<file path="src/rtl/htpa_pkg.sv">
// Shared HTPA frame-RAM definitions used by the frame writer and the x/y RAM scanner.
package htpa_pkg;

   localparam int unsigned HTPA_COLS = 80;
   localparam int unsigned HTPA_ROWS = 64;
   localparam int unsigned HTPA_DW   = 16;
   localparam int unsigned HTPA_AW   = 13;

   // Writer sequencing: wait for sof, fill a bank, hand it to the scanner.
   typedef enum logic [1:0] {
      IDLE  = 2'd0,
      WRITE = 2'd1,
      SWAP  = 2'd2
   } wr_state_e;

endpackage

</file>
<file path="src/rtl/htpa_pix_addr_cnt.sv">
// Column/row/linear pixel counter for one frame.
// 'first' loads the position just after pixel 0 because pixel 0 is written at address 0 directly.
// 'last_c' flags that the current position is the final pixel of the frame.
module htpa_pix_addr_cnt
   import htpa_pkg::*;
#(
   parameter int unsigned COLS = HTPA_COLS,
   parameter int unsigned ROWS = HTPA_ROWS,
   parameter int unsigned AW   = HTPA_AW
) (
   input  logic          clk,
   input  logic          rst,
   input  logic          first,
   input  logic          adv,
   output logic [AW-1:0] lin,
   output logic          last_c
);

   localparam int unsigned CW = (COLS > 1) ? $clog2(COLS) : 1;
   localparam int unsigned RW = (ROWS > 1) ? $clog2(ROWS) : 1;

   logic [CW-1:0] col_q, col_d;
   logic [RW-1:0] row_q, row_d;
   logic [AW-1:0] lin_q, lin_d;

   assign last_c = (col_q == CW'(COLS - 1)) && (row_q == RW'(ROWS - 1));
   assign lin    = lin_q;

   // Next position: reload after a frame's first pixel, otherwise step in raster order.
   always_comb begin
      col_d = col_q;
      row_d = row_q;
      lin_d = lin_q;
      if (first) begin
         col_d = CW'(1);
         row_d = '0;
         lin_d = AW'(1);
      end else if (adv) begin
         if (col_q == CW'(COLS - 1)) begin
            col_d = '0;
            row_d = (row_q == RW'(ROWS - 1)) ? '0 : row_q + RW'(1);
         end else begin
            col_d = col_q + CW'(1);
         end
         lin_d = last_c ? '0 : lin_q + AW'(1);
      end
   end

   // Counter registers.
   always_ff @(posedge clk) begin
      if (rst) begin
         col_q <= '0;
         row_q <= '0;
         lin_q <= '0;
      end else begin
         col_q <= col_d;
         row_q <= row_d;
         lin_q <= lin_d;
      end
   end

endmodule

</file>
<file path="src/rtl/htpa_frame_writer.sv">
// HTPA frame writer: streams sensor pixels row-major into one bank of a two-bank
// frame RAM and hands each completed bank to the x/y RAM scanner.
// Optional build macro HTPA_FRAME_WRITER_CHECKSUM_EN adds a per-frame pixel sum output.
module htpa_frame_writer
   import htpa_pkg::*;
#(
   parameter int unsigned COLS = HTPA_COLS,
   parameter int unsigned ROWS = HTPA_ROWS,
   parameter int unsigned DW   = HTPA_DW,
   parameter int unsigned AW   = HTPA_AW
) (
   input  logic          clk,
   input  logic          rst,
   input  logic [DW-1:0] pix_data,
   input  logic          pix_valid,
   input  logic          pix_sof,
   output logic          pix_ready,
   input  logic          scan_busy,
   output logic          wr_en,
   output logic [AW:0]   wr_addr,
   output logic [DW-1:0] wr_data,
   output logic          rd_bank,
   output logic          scan_start,
   output logic          frame_done,
   output logic          err_short
`ifdef HTPA_FRAME_WRITER_CHECKSUM_EN
   ,
   output logic [DW-1:0] frame_sum
`endif
);

   wr_state_e     state_q, state_d;
   logic          wbank_q, wbank_d;
   logic          rd_bank_q, rd_bank_d;
   logic          wr_en_q, wr_en_d;
   logic [AW:0]   wr_addr_q, wr_addr_d;
   logic [DW-1:0] wr_data_q, wr_data_d;
   logic          scan_start_q, scan_start_d;
   logic          frame_done_q, frame_done_d;
   logic          err_short_q, err_short_d;
`ifdef HTPA_FRAME_WRITER_CHECKSUM_EN
   logic [DW-1:0] sum_q, sum_d;
   logic [DW-1:0] frame_sum_q, frame_sum_d;
`endif

   logic          accept;
   logic          cnt_first;
   logic          cnt_adv;
   logic [AW-1:0] cnt_lin;
   logic          cnt_last_c;

   htpa_pix_addr_cnt #(
      .COLS (COLS),
      .ROWS (ROWS),
      .AW   (AW)
   ) u_cnt (
      .clk    (clk),
      .rst    (rst),
      .first  (cnt_first),
      .adv    (cnt_adv),
      .lin    (cnt_lin),
      .last_c (cnt_last_c)
   );

   assign pix_ready  = (state_q != SWAP);
   assign accept     = pix_valid & pix_ready;

   assign wr_en      = wr_en_q;
   assign wr_addr    = wr_addr_q;
   assign wr_data    = wr_data_q;
   assign rd_bank    = rd_bank_q;
   assign scan_start = scan_start_q;
   assign frame_done = frame_done_q;
   assign err_short  = err_short_q;
`ifdef HTPA_FRAME_WRITER_CHECKSUM_EN
   assign frame_sum  = frame_sum_q;
`endif

   // Next-state, RAM write and handshake pulse generation.
   always_comb begin
      state_d      = state_q;
      wbank_d      = wbank_q;
      rd_bank_d    = rd_bank_q;
      wr_en_d      = 1'b0;
      wr_addr_d    = wr_addr_q;
      wr_data_d    = wr_data_q;
      scan_start_d = 1'b0;
      frame_done_d = 1'b0;
      err_short_d  = 1'b0;
      cnt_first    = 1'b0;
      cnt_adv      = 1'b0;
`ifdef HTPA_FRAME_WRITER_CHECKSUM_EN
      sum_d        = sum_q;
      frame_sum_d  = frame_sum_q;
`endif
      unique case (state_q)
         IDLE: begin
            // Pixels before a sof belong to no frame and are dropped.
            if (accept && pix_sof) begin
               wr_en_d   = 1'b1;
               wr_addr_d = {wbank_q, AW'(0)};
               wr_data_d = pix_data;
               cnt_first = 1'b1;
               state_d   = WRITE;
`ifdef HTPA_FRAME_WRITER_CHECKSUM_EN
               sum_d     = pix_data;
`endif
            end
         end
         WRITE: begin
            if (accept) begin
               wr_en_d   = 1'b1;
               wr_data_d = pix_data;
               if (pix_sof) begin
                  // Early sof: abandon the partial frame and restart in the same bank.
                  err_short_d = 1'b1;
                  wr_addr_d   = {wbank_q, AW'(0)};
                  cnt_first   = 1'b1;
`ifdef HTPA_FRAME_WRITER_CHECKSUM_EN
                  sum_d       = pix_data;
`endif
               end else begin
                  wr_addr_d = {wbank_q, cnt_lin};
                  cnt_adv   = 1'b1;
                  if (cnt_last_c) begin
                     state_d = SWAP;
                  end
`ifdef HTPA_FRAME_WRITER_CHECKSUM_EN
                  sum_d     = sum_q + pix_data;
`endif
               end
            end
         end
         SWAP: begin
            // Hand over only once the scanner has finished the previous bank.
            if (!scan_busy) begin
               rd_bank_d    = wbank_q;
               wbank_d      = ~wbank_q;
               scan_start_d = 1'b1;
               frame_done_d = 1'b1;
               state_d      = IDLE;
`ifdef HTPA_FRAME_WRITER_CHECKSUM_EN
               frame_sum_d  = sum_q;
`endif
            end
         end
         default: state_d = IDLE;
      endcase
   end

   // State and registered outputs.
   always_ff @(posedge clk) begin
      if (rst) begin
         state_q      <= IDLE;
         wbank_q      <= 1'b0;
         rd_bank_q    <= 1'b1;
         wr_en_q      <= 1'b0;
         wr_addr_q    <= '0;
         wr_data_q    <= '0;
         scan_start_q <= 1'b0;
         frame_done_q <= 1'b0;
         err_short_q  <= 1'b0;
`ifdef HTPA_FRAME_WRITER_CHECKSUM_EN
         sum_q        <= '0;
         frame_sum_q  <= '0;
`endif
      end else begin
         state_q      <= state_d;
         wbank_q      <= wbank_d;
         rd_bank_q    <= rd_bank_d;
         wr_en_q      <= wr_en_d;
         wr_addr_q    <= wr_addr_d;
         wr_data_q    <= wr_data_d;
         scan_start_q <= scan_start_d;
         frame_done_q <= frame_done_d;
         err_short_q  <= err_short_d;
`ifdef HTPA_FRAME_WRITER_CHECKSUM_EN
         sum_q        <= sum_d;
         frame_sum_q  <= frame_sum_d;
`endif
      end
   end

endmodule

</file>
<file path="config.mk">
export PLATFORM = sky130hd
export DESIGN_NAME = htpa_frame_writer
export DESIGN_NICKNAME = d
export VERILOG_FILES = /design/src/rtl/htpa_pkg.sv /design/src/rtl/htpa_pix_addr_cnt.sv /design/src/rtl/htpa_frame_writer.sv
export SDC_FILE = /design/constraint.sdc
export NUM_CORES = 1
export LEC_CHECK = 0
export ABC_AREA = 1
export CAP_MARGIN = 15
export CORE_UTILIZATION = 54
export CTS_CLUSTER_DIAMETER = 150
export CTS_CLUSTER_SIZE = 24
export DETAILED_ROUTE_END_ITERATION = 8
export GPL_TIMING_DRIVEN = 0
export MAX_ROUTING_LAYER = met4
export PLACE_DENSITY = 0.84
export REMOVE_ABC_BUFFERS = 1
export SLEW_MARGIN = 20
export SYNTH_ARGS = -nofsm -noshare
export SYNTH_HDL_FRONTEND = slang
export SYNTH_SLANG_ARGS = --single-unit
</file>
<file path="constraint.sdc">
create_clock -name clk -period 2.65 [get_ports clk]
set_clock_uncertainty 0.1 [all_clocks]
set_input_delay 0.53 -clock clk [delete_from_list [all_inputs] [get_ports clk]]
set_output_delay 0.53 -clock clk [all_outputs]
set_load 0.02 [all_outputs]
</file>
# == After elaboration in Yosys (flattened, before gate mapping) ==
# Cells that the tools add are included.
# op_classes
div_mod_pow,0
shift,0
order_cmp,0
n_mul,0
addsub,3
n_bitwise,5
n_mux,30
reduce_logical,12
n_eq_ne,10
# ops
operator,count
16-bit 2-to-1 mux,2
16-bit case mux with 2 select lines,1
14-bit 2-to-1 mux,2
14-bit case mux with 2 select lines,1
13-bit 2-to-1 mux,2
"13-bit by 1-bit adder with 13-bit output, second input constant",1
1-bit 2-to-1 mux,12
2-bit 2-to-1 mux,5
"2-bit != test, second input constant",5
"7-bit by 1-bit adder with 7-bit output, second input constant",1
"7-bit equality test, second input constant",1
7-bit 2-to-1 mux,1
"6-bit by 1-bit adder with 6-bit output, second input constant",1
"6-bit equality test, second input constant",1
6-bit 2-to-1 mux,1
2-bit case mux with 3 select lines,1
2-bit OR reduction,3
5-bit AND reduction,1
1-bit NOT,4
1-bit case mux with 2 select lines,2
2-bit AND reduction,2
2-bit nonzero test,2
3-bit AND reduction,1
"2-bit by 1-bit equality test with 1-bit output, second input constant",1
5 further kinds,6
# totals
latchBits,0
in_bits,21
ram_bits,0
output_inout_bits,36
ff_bits,63
romBits,0
mem_count,0
word_cells,73

# == Longest topological paths before layout ==
# depth
ltp_word,6
mapped_depth,10
mapped_depth_nobuf,10

# == Hierarchy ==
# From an unflattened synthesis, not the netlist that was laid out.
# unflattened
hier_cells,392
hier_area_um2,2900.3
# by_module_without_submodules
mod,cells_each,n_inst,area_each_um2,seq_area_each_um2
htpa_frame_writer,196,1,1552.7,740.7
htpa_pix_addr_cnt,196,1,1347.5,520.5

# == Worst setup path before layout ==
# Ideal clock, no wire load.
# synth_path
path_type,flip-flop to flip-flop
start,register u_cnt.col_q[0]
end,"register u_cnt.lin_q[12], in the netlist u_cnt.lin[12]"
setup_ps,113
n_path_buf,0
required_ps,2437
period_less_slack_ps,1550
slack_ps,1100
t_arrival_ps,1337
stages_incl_launch_ff,9
path_cell_list,dfxtp_1 > ha_1 > nand3_2 > nor2_2 > nand2_1 > o21ai_4 > inv_2 > nand2_1 > nor2_1
# synth_between
elab_chain_cells,3
# synth_rtl
element,line,text
start: declaration,htpa_pix_addr_cnt.sv:22,"logic [CW-1:0] col_q, col_d;"
start signal: assignment,htpa_pix_addr_cnt.sv:56,col_q <= col_d;
7-bit equality test,htpa_pix_addr_cnt.sv:26,assign last_c = (col_q == CW'(COLS - 1)) && (row_q == RW'(ROWS - 1));
1-bit logical AND,htpa_pix_addr_cnt.sv:26,
13-bit 2-to-1 mux,htpa_pix_addr_cnt.sv:45,lin_d = last_c ? '0 : lin_q + AW'(1);
end signal: assignment,htpa_pix_addr_cnt.sv:58,lin_q <= lin_d;
end: declaration,htpa_pix_addr_cnt.sv:24,"logic [AW-1:0] lin_q, lin_d;"
# No other way between the ends.
# A chain may end at the register's enable or synchronous reset.

# == Worst setup path in the final report ==
# layout_path
start,input rst
end,"register u_cnt.lin_q[11], in the netlist u_cnt.lin[11]"
# layout_between
elab_chain_cells,1
# layout_rtl
element,line,text
start: declaration,htpa_frame_writer.sv:13,"input logic rst,"
2-bit OR reduction (no source line),-,
# No other way between the ends.

==> key figures <==
Run status
  • Outcome: completed

Clock tree
  • Max clock buf depth: 2
  • Clock tree from TritonCTS: done
  • Num CTS Buffers: 9
  • Insertion delay of the later-clocked pin in the worst-skew pair: around 0.34 ns
  • TritonCTS Sinks: 63
  • Post-CTS Setup Repair Bufs: 0
  • CTS root buf: clkbuf_8
  • H-tree depth: 3
  • # hold bufs at CTS: 0
  • Clock-pin slew on the worst setup and hold paths: ~0.060 ns

Pwr
  • Maximum vdd ir drop: 382.5 uV
  • P_leak: 1.471 nW
  • Sum of internal, switching and leakage power: approximately 2 mW
  • Total power divided by cell area: between 500 and 600 nW/um2

STA
  • Fin Setup TNS: 0 ns
  • Fmax: about 0.43 GHz
  • Number of endpoints failing setup at the final stage: 0
  • Post-layout min period: 2.309 ns
  • Unrepaired setup endpoints after global routing: false
  • Post-route fraction of the period consumed by the critical path: ~87%
  • Post-Route Hold Slack: about 0.37 ns
  • Setup ws final: roughly 0.34 ns
  • Final hold viol count: 0
  • Slew @ Worst Pin: about 0.83 ns
  • Worst relative slew slack: between 40 and 50%
  • Max Slew Vio Count: 0

Synth
  • Synth async-reset ratio: 0%
  • Cell variety after synth: 35
  • Syn Area/Cell: 7.483 um2
  • Cell Area, Synth: ~2700 um2
  • Count of mapped cells out of synthesis: 362
  • Yosys warnings: 0
  • Primary flip-flop cell chosen by synthesis mapping: dfxtp_1
  • Number of synthesized flops with an enable pin: 0
  • Portion of the post-synthesis area used by sequential elements: between 40% and 50%
  • #FFs+latches synth: 63

Worst setup path
  • Slowest cell on the critical path: inv_1
  • Highest net fanout along the worst path: 34
  • Kind of critical path: in -> reg
  • Critical path endpoint category: flip-flop
  • Delay-heaviest family, CP: buffers and inverters
  • Buffers plus inverters on the worst setup path: 4
  • Startpoint types: input port
  • Worst path cell trace: clkdlybuf4s50_1, inv_1, nand2_2, clkinv_2, o21ai_4, inv_2, nand2_1, nor2_1
  • Data arrival time at the worst-slack endpoint: 2.49 ns
  • Delay of the slowest critical-path stage: 0.67 ns
  • Data required time at the worst endpoint: 2.83 ns

Routing
  • ANT nets after route: 0
  • Drt first-iter violations: between 150 and 200
  • DRC: 0
  • Total via count after detailed routing: approximately 2,500
  • Overall routed net length: between 5 and 6 mm
  • Drt wl/cell: roughly 12 um
  • Via density per instance: slightly above 5
  • Detailed-routing iteration count for the pre-antenna-repair pass: 4

Floorplan
  • Vertical extent of the die: between 70 and 80 um
  • Die Outline Area: roughly 5300 um2
  • Starting utilization of the core area: between 50% and 60%
  • Placement row count: 25
  • Placeable core region: roughly 4800 um2
  • Boundary Pins: between 50 and 60
  • Die Width: about 73 um

Final layout
  • NumNets Final: 441
  • Growth of design area from synthesis to finish: 27.99%
  • Ant. Diodes: 0
  • Number of standard cells in the final layout excluding fillers: between 400 and 500
  • Ratio of cells with drive above 1 in the final layout: just over 8%
  • Non-Filler Cell Area, Final: roughly 3500 um2
  • Final Util: 72.44%
  • Fillcell total: between 300 and 400

Placement
  • Number of port buffers: 56
  • Final RePlAce weighted congestion: approximately 0.83
  • Pre-CTS setup slack: -0.2190 ns
  • DPL Wire Length: 4.018 mm
  • Post-placement cell count: 473
  • Area of placed instances: 3287 um2

GRT
  • Number of global-route vias before repair: roughly 2,200
  • Overall fraction of global-route tracks in use: between 20% and 30%
  • Pin count of the biggest net entering global routing: 35
  • Global-route wire length before repair: just under 10 mm
  • Initial antenna violation count: 0
  • Aggregate global routing overflow: 0

Run
  • Max cap viols: 0

Worst hold path
  • Class of the tightest hold or removal check: reg -> reg
## worst reg2reg max path, stage by stage, from the launching register on
cell and delay, ns:
dfxtp_1 0.34, nor2_4 0.17, nand3_4 0.29, nand2_4 0.38
inv_2 0.30, a21oi_1 0.23, nor2_1 0.05
## Yosys cell counts, drive strengths merged, types with 2 or more instances
cell type,n,area [um2]
xnor2,2,17.52
nand2,62,240.2
a21oi,24,120.1
buf,9,55.04
nand3,13,82.58
inv,36,135.1
o21bai,2,15.01
o21ai,36,195.2
nor3,4,31.28
nor2,87,379.1
nand4,8,56.30
a21o,2,15.01
dfxtp,63,1261
nor3b,3,22.52
ha,3,37.54
clkbuf,3,11.26
## routing by layer
metal  vias up  track usage [%]  part of all wire (%)
met5         -                -                     0
met4         0            10.68                   2.0
met3        11            7.459                   4.8
met2        57            41.64                    48
met1      1135            27.88                    45
li1       1273                -                     -
## final timing paths
path	end	slack [ns]	from	depth (start not counted)
max	u_cnt.lin[11]	0.34	rst	8
min	rd_bank	0.37	rd_bank	2
max reg2reg	wr_addr[8]	0.69	state_q[1]	6
min reg2reg	rd_bank	0.37	rd_bank	2
## registers in the layout, summed over array words and instances (netlist names), 2 cells and up
name         cells
u_cnt.col_q      7
u_cnt.row_q      6
wr_data         16
u_cnt.lin       13
wr_addr         14
state_q          2
## cell usage in the layout, fill, tap and decap left out, types with 3 or more instances in the layout
cell	synthesis	final
nand3_1	11	11
inv_1	32	32
nand4_1	7	7
nand2_1	59	59
dfxtp_1	63	63
clkinv_2	1	5
nor3_1	3	3
clkbuf_8	0	11
nor3b_1	3	3
nor2_1	81	81
o21ai_0	34	34
clkdlybuf4s50_1	0	56
inv_2	4	4
ha_1	3	3
a21oi_1	24	24
## what timing repair did
action                                  CTS  global route
gates resized for setup                   0             1
endpoints found under the hold margin     0             0
endpoints found under the setup margin    0             1
## final cells by class
type,instances,area (um2),share of cell area (%)
multi-input cells,250,1246,35.94
well taps,67,83.83,2.418
flip-flops and latches,63,1261,36.38
repair buffers,56,560.5,16.17
clock buffers,12,155.1,4.475
clock inverters,4,20.02,0.5774
inverters,37,140.1,4.042
## power by group
group          switching [mW]  leakage, nW  internal, mW
Combinational           0.137        0.861         0.109
Clock                   0.361       0.0959         0.384
Sequential             0.0185        0.514         0.984
Total                   0.516         1.47          1.48
## kinds of logic after synthesis
logic type / after synthesis / share of synthesized area (%)
AND/OR/NAND/NOR: 178 / 30.21
AO/OA/AOI/OAI: 66 / 13.26
flip-flops: 63 / 46.56
buffers and inverters: 49 / 7.621
XOR/XNOR: 3 / 0.9702
adder cells (fa/ha/maj): 3 / 1.386
(Power assumes the default switching activity.)
